## src/rtl/prio_arbiter8.sv

```systemverilog
`default_nettype none
// ============================================================================
//  Module   : prio_arbiter8
//  Purpose  : 8-way arbiter with selectable fixed-priority / round-robin
//             policy, non-preemptive grants and a bounded hold time.
//  Revision : 1.0  initial release
// ============================================================================
module prio_arbiter8 #(
    parameter int HOLD_MAX = 8
) (
    input  logic       clk,
    input  logic       rst,
    input  logic [7:0] req,
    input  logic       done,
    input  logic       mode,
    output logic [7:0] gnt,
    output logic [2:0] gnt_id,
    output logic       gnt_valid,
    output logic       timeout
);

    // Last hold count value at which a grant is still allowed to run.
    localparam logic [7:0] c_hold_last = 8'(HOLD_MAX - 1);

    typedef enum logic [1:0] {
        ST_IDLE    = 2'd0,
        ST_GRANT   = 2'd1,
        ST_RELEASE = 2'd2
    } state_t;

    state_t     r_state;
    logic [7:0] r_gnt;
    logic [2:0] r_gnt_id;
    logic       r_gnt_valid;
    logic       r_timeout;
    logic [2:0] r_ptr;
    logic [7:0] r_hold;

    logic [2:0] w_fixed_id;
    logic [2:0] w_rr_id;
    logic [2:0] w_winner;
    logic       w_req_any;
    logic       w_owner_req;
    logic       w_expired;
    logic       w_release;
    logic       w_timeout;

    // Fixed priority: the highest set request bit wins (later iterations override).
    always_comb begin
        w_fixed_id = 3'd0;
        for (int k = 0; k < 8; k++) begin
            if (req[k]) begin
                w_fixed_id = 3'(k);
            end
        end
    end

    // Round-robin: first set bit at or above the pointer, wrapping 7 -> 0.
    // Iterating downwards lets the closest candidate to the pointer win last.
    always_comb begin
        w_rr_id = 3'd0;
        for (int i = 7; i >= 0; i--) begin
            if (req[r_ptr + 3'(i)]) begin
                w_rr_id = r_ptr + 3'(i);
            end
        end
    end

    // Policy select and grant-termination conditions.
    always_comb begin
        w_winner    = mode ? w_rr_id : w_fixed_id;
        w_req_any   = |req;
        w_owner_req = req[r_gnt_id];
        w_expired   = (r_hold == c_hold_last);
        w_release   = done | ~w_owner_req | w_expired;
        // An expiry only counts as a timeout when no normal release coincides.
        w_timeout   = w_expired & ~done & w_owner_req;
    end

    // Arbitration state machine with registered outputs.
    always_ff @(posedge clk or posedge rst) begin
        if (rst) begin
            r_state     <= ST_IDLE;
            r_gnt       <= 8'd0;
            r_gnt_id    <= 3'd0;
            r_gnt_valid <= 1'b0;
            r_timeout   <= 1'b0;
            r_ptr       <= 3'd0;
            r_hold      <= 8'd0;
        end else begin
            case (r_state)
                ST_IDLE: begin
                    r_timeout <= 1'b0;
                    if (w_req_any) begin
                        r_state     <= ST_GRANT;
                        r_gnt       <= 8'd1 << w_winner;
                        r_gnt_id    <= w_winner;
                        r_gnt_valid <= 1'b1;
                        r_hold      <= 8'd0;
                    end
                end
                ST_GRANT: begin
                    if (w_release) begin
                        r_state     <= ST_RELEASE;
                        r_gnt       <= 8'd0;
                        r_gnt_valid <= 1'b0;
                        r_timeout   <= w_timeout;
                    end else begin
                        r_hold      <= r_hold + 8'd1;
                        r_timeout   <= 1'b0;
                    end
                end
                ST_RELEASE: begin
                    // Pointer moves past the last grantee in either policy.
                    r_ptr     <= r_gnt_id + 3'd1;
                    r_timeout <= 1'b0;
                    r_state   <= ST_IDLE;
                end
                default: begin
                    r_state     <= ST_IDLE;
                    r_gnt       <= 8'd0;
                    r_gnt_valid <= 1'b0;
                    r_timeout   <= 1'b0;
                end
            endcase
        end
    end

    assign gnt       = r_gnt;
    assign gnt_id    = r_gnt_id;
    assign gnt_valid = r_gnt_valid;
    assign timeout   = r_timeout;

endmodule
`default_nettype wire

```

## config.mk

```make
export PLATFORM = sky130hd
export DESIGN_NAME = prio_arbiter8
export DESIGN_NICKNAME = d
export VERILOG_FILES = /design/src/rtl/prio_arbiter8.sv
export SDC_FILE = /design/constraint.sdc
export NUM_CORES = 1
export LEC_CHECK = 0
export ABC_AREA = 1
export CAP_MARGIN = 25
export CORE_MARGIN = 2
export CORE_UTILIZATION = 25
export CTS_CLUSTER_DIAMETER = 40
export CTS_CLUSTER_SIZE = 24
export DETAILED_ROUTE_END_ITERATION = 6
export GPL_TIMING_DRIVEN = 0
export SYNTH_ARGS = -nofsm -noshare
export SYNTH_HDL_FRONTEND = slang
export SYNTH_SLANG_ARGS = --single-unit
```

## constraint.sdc

```tcl
create_clock -name clk -period 2.39 [get_ports clk]
set_input_delay 0.717 -clock clk [delete_from_list [all_inputs] [get_ports clk]]
set_output_delay 0.717 -clock clk [all_outputs]
set_load 0.02 [all_outputs]
```

==> summary.txt, run 1 <==
STATUS
--------------------------------------------------------------------------------
Status                                                              complete, no violations

CRITICAL PATH
--------------------------------------------------------------------------------
Cell breakdown of the critical path                                 dlygate4sd2_1 -> inv_1 -> o21ai_1 -> a21oi_1 -> o21ai_2 -> nand4_4 -> nand2_4 -> nor2_4 -> nand2_4 -> nand2_4 -> buf_6 -> nor2_1 -> nor2_1
Critical path data required time                                         2.57 ns
Critical Path AT                                                         2.43 ns
Cell repeated most along the worst path                                  nand2_4
Crit end category                                                       register
Category of the worst setup path launch point                       primary input
Type of the setup path with the least slack                         primary input to register
Cell type group with the largest total delay on the critical path   simple AND/OR/NAND/NOR gates
Maximum fanout encountered on the critical timing path                        10
Critical path buffers and inverters                                            3
Slowest Stage Delay on Critical Path                                     0.33 ns
Worst-path cell with the longest stage delay                        dlygate4sd2_1

CLOCK TREE
--------------------------------------------------------------------------------
Clock tree root driver cell                                             clkbuf_8
Number of buffers added by the clock tree synthesis step                       3
Hold bufs inserted after CTS                                                   0
H-tree levels                                                                  1
Clock latency on the worst-skew pair                                     0.28 ns
Clock buffer depth                                                             2
CTS clock-pin slew for the worst setup and hold paths                    0.10 ns
Clock tree from TritonCTS                                                  built
Clk sinks                                                                     26

TIMING
--------------------------------------------------------------------------------
Transition at the pin with the smallest max-transition slack            0.550 ns
Max Transition Viols Final                                                     0
Hold violation count in the final report                                       0
Final worst path period share                                              94.2%
Unrepaired setup endpoints after global routing                              yes
Maximum clock frequency                                                  444 MHz
Minimum setup slack in the final design                                 0.137 ns
Worst hold slack                                                        0.485 ns
Slew HR                                                                    63.2%
Final setup violating endpoints                                                0
Clock tree skew after final layout                                    0.00590 ns
Final period demand of the worst path                                    2.25 ns

ROUTE
--------------------------------------------------------------------------------
Violation count after the first detailed-routing iteration                    88
Final wirelength                                                         5510 µm
Iteration count of the initial detailed-routing pass                           4
Vias                                                                        2083
WL per Instance                                                          12.0 µm
Drt drc                                                                        0
Met2 routed WL                                                           2730 µm
Antenna Violating Nets Remaining                                               0
Met1 layer wirelength in the final routing                               2520 µm
Top layer in use                                                            met4
Average vias per placed instance                                            4.53
Met3 wirelength from detailed routing                                     171 µm

GLOBAL ROUTING
--------------------------------------------------------------------------------
GR Util All Layers                                                         11.4%
Number of global-route vias before repair                                   2000
GR Overflow Total                                                              0
Initial antenna violation count                                                0
Largest net degree at the start of global routing                             27
Global-route wire length before repair                                   9280 µm

SYNTH
--------------------------------------------------------------------------------
Post-synthesis instance total                                                310
Count of flip-flops with a built-in enable after synthesis                     0
Mapped Area                                                          0.00224 mm²
Syn_area_per_cell                                                       7.22 µm²
Distinct cell type count of the synthesized netlist                           33
Synth area leader                                                        dfrtp_1
Synth warn                                                                     0
Most used flip-flop cell after synthesis                                 dfrtp_1
Post-synth net total                                                         326
Post-synthesis register bit count                                             26
Area fraction of the dominant cell type after synthesis                    29.1%
Top cells by area, synth                                            dfrtp_1 29%, nand2_1 15%, nand3_2 7.2%
Register area share after synthesis                                        29.1%
Async set-reset flop share out of synthesis                                 100%

PWR
--------------------------------------------------------------------------------
Power per cell area                                                  1530 mW/mm²
Standby leakage power                                                    1.42 nW
Worst IR drop on VDD                                                    0.711 mV

FLOORPLAN
--------------------------------------------------------------------------------
Full die area                                                        0.00972 mm²
Num ports                                                                     25
Initial core utilization                                                   25.8%
Number of rows created at floorplan                                           34
Die outline width                                                        98.6 µm
Area inside the core boundary                                        0.00868 mm²
Die height                                                               98.6 µm

PLACE
--------------------------------------------------------------------------------
DPL Wire Length                                                          4180 µm
Placed Cells                                                                 442
Port Buffers                                                                  24
Setup WS pre-CTS                                                       -0.449 ns
Final Wtd Congestion                                                       0.859

CELLS AND AREA
--------------------------------------------------------------------------------
Utilization of the core after routing                                      33.2%
Nets                                                                         369
Area growth, synth to finish                                               28.7%
Share of cells above drive strength 1                                      27.3%
Post-Layout Cell Count                                                       460
Final antenna diode count                                                      0
Fill cell count                                                              945

RUN
--------------------------------------------------------------------------------
Reported max-cap violation count                                               0

WORST HOLD PATH
--------------------------------------------------------------------------------
Worst hold-check path type                                          register to register

-- worst register-to-register path: cells and delay by family (launching register included) --
kind | cells | cell delay, ns
buffers and inverters | 4 | 0.36
DFF | 1 | 0.38
adders and majority gates | 1 | 0.33
and+or+nand+nor | 15 | 1.15
-- kinds of logic after synthesis --
logic type,count (synthesis),share of synthesized area (%)
xor gates and xnor gates,4,1.57
adders and majority gates,4,2.24
AOI/OAI and AO/OA,38,10.6
buffers and inverters,51,11.0
and+or+nand+nor,187,45.6
DFF,26,29.1
-- path summary, 6_finish.rpt --
path | start | end | slack [ns] | cells past startpoint
setup / recovery | req[7] | r_hold[1]$_DFFE_PP0P_ | 0.14 | 13
hold / removal | gnt_valid$_DFFE_PP0P_ | gnt_valid$_DFFE_PP0P_ | 0.48 | 2
setup reg to reg | r_ptr[0]$_DFFE_PP0P_ | gnt[2]$_DFFE_PP0P_ | 0.16 | 20
hold reg to reg | gnt_valid$_DFFE_PP0P_ | gnt_valid$_DFFE_PP0P_ | 0.48 | 2
max in group asynchronous | rst | r_hold[5]$_DFFE_PP0P_ | 1.39 | 3
min in group asynchronous | rst | gnt_valid$_DFFE_PP0P_ | 0.63 | 2
-- placed cells by master, fill, tap and decap left out, types with 9 or more instances in the layout --
master / netlist / layout
nand2_1: 88 / 86
inv_1: 32 / 32
nand3_1: 29 / 26
buf_4: 1 / 13
clkdlybuf4s50_1: 0 / 16
nor2_1: 21 / 21
dfrtp_1: 26 / 26
nand2_2: 7 / 9
inv_2: 9 / 9
nand2_4: 12 / 12
nand3_2: 16 / 18
a21oi_1: 15 / 15
-- layout make-up --
| cell class | count | area, µm² | area share [%] |
|---|---|---|---|
| flip-flops and latches | 26 | 651 | 22.6 |
| clock inverters | 1 | 30.0 | 1.04 |
| inverters | 45 | 186 | 6.47 |
| well taps | 108 | 135 | 4.69 |
| clock buffers | 3 | 41.3 | 1.43 |
| plain buffers | 6 | 70.1 | 2.43 |
| multi-input cells | 233 | 1410 | 48.8 |
| repair buffers | 38 | 360 | 12.5 |
-- cell usage after synthesis (4+ instances only) --
library cell  instances
nand2_2               7
nand2_4              12
nand4_1               4
o21ai_2               7
inv_1                32
inv_2                 9
nand3_2              16
a21oi_1              15
o21ai_0               6
ha_1                  4
nand3_1              29
dfrtp_1              26
nand2_1              88
nor2_1               21
o21ai_1               5
-- state kept, by name, summed over array words and instances (netlist names) --
| signal | count |
|---|---|
| gnt | 8 |
| r_hold | 8 |
| gnt_id | 3 |
| r_ptr | 3 |
| r_state | 2 |
| gnt_valid | 1 |
| timeout | 1 |
-- through the flow --
| stage | setup TNS, ns | instance area [µm²] | power, mW |
|---|---|---|---|
| after detailed placement | -7.53 | 2610 | 3.68 |
| after floorplan | 0 | 2240 | 3.03 |
| final | 0 | 2880 | 4.41 |
| after CTS | 0 | 2710 | 4.13 |
| after global placement | -7.31 | 2610 | 3.63 |
| after global routing | -0.0631 | 2880 | 4.82 |
-- power by group --
| group | leakage, nW | total [mW] | switching [mW] | internal (mW) |
|---|---|---|---|---|
| clock network | 0.0357 | 0.370 | 0.146 | 0.224 |
| registers | 0.340 | 0.718 | 0.131 | 0.587 |
| logic | 1.05 | 3.32 | 2.02 | 1.30 |
| total | 1.42 | 4.41 | 2.30 | 2.11 |
-- per-layer routing --
metal,up-vias,GRT usage (%)
li1,1077,-
met1,952,15.1
met2,43,19.6
met3,11,1.13
met4,0,3.90
met5,-,0
-- what timing repair did --
item	4_1_cts	5_1_grt
endpoints found under the setup margin	20	15
hold endpoints to repair	0	0
gates resized for setup	12	14
pin swaps	1	5
gates cloned	0	0
buffers inserted	1	12
Note: power is estimated with default switching activity, not from simulation.
==> inputs of run 2 (changes only) <==
Settings changed: HOLD_SLACK_MARGIN set to 0.05.
==> results of run 2 <==
No change in the layout: final DEF, timing and power equal those of run 1.
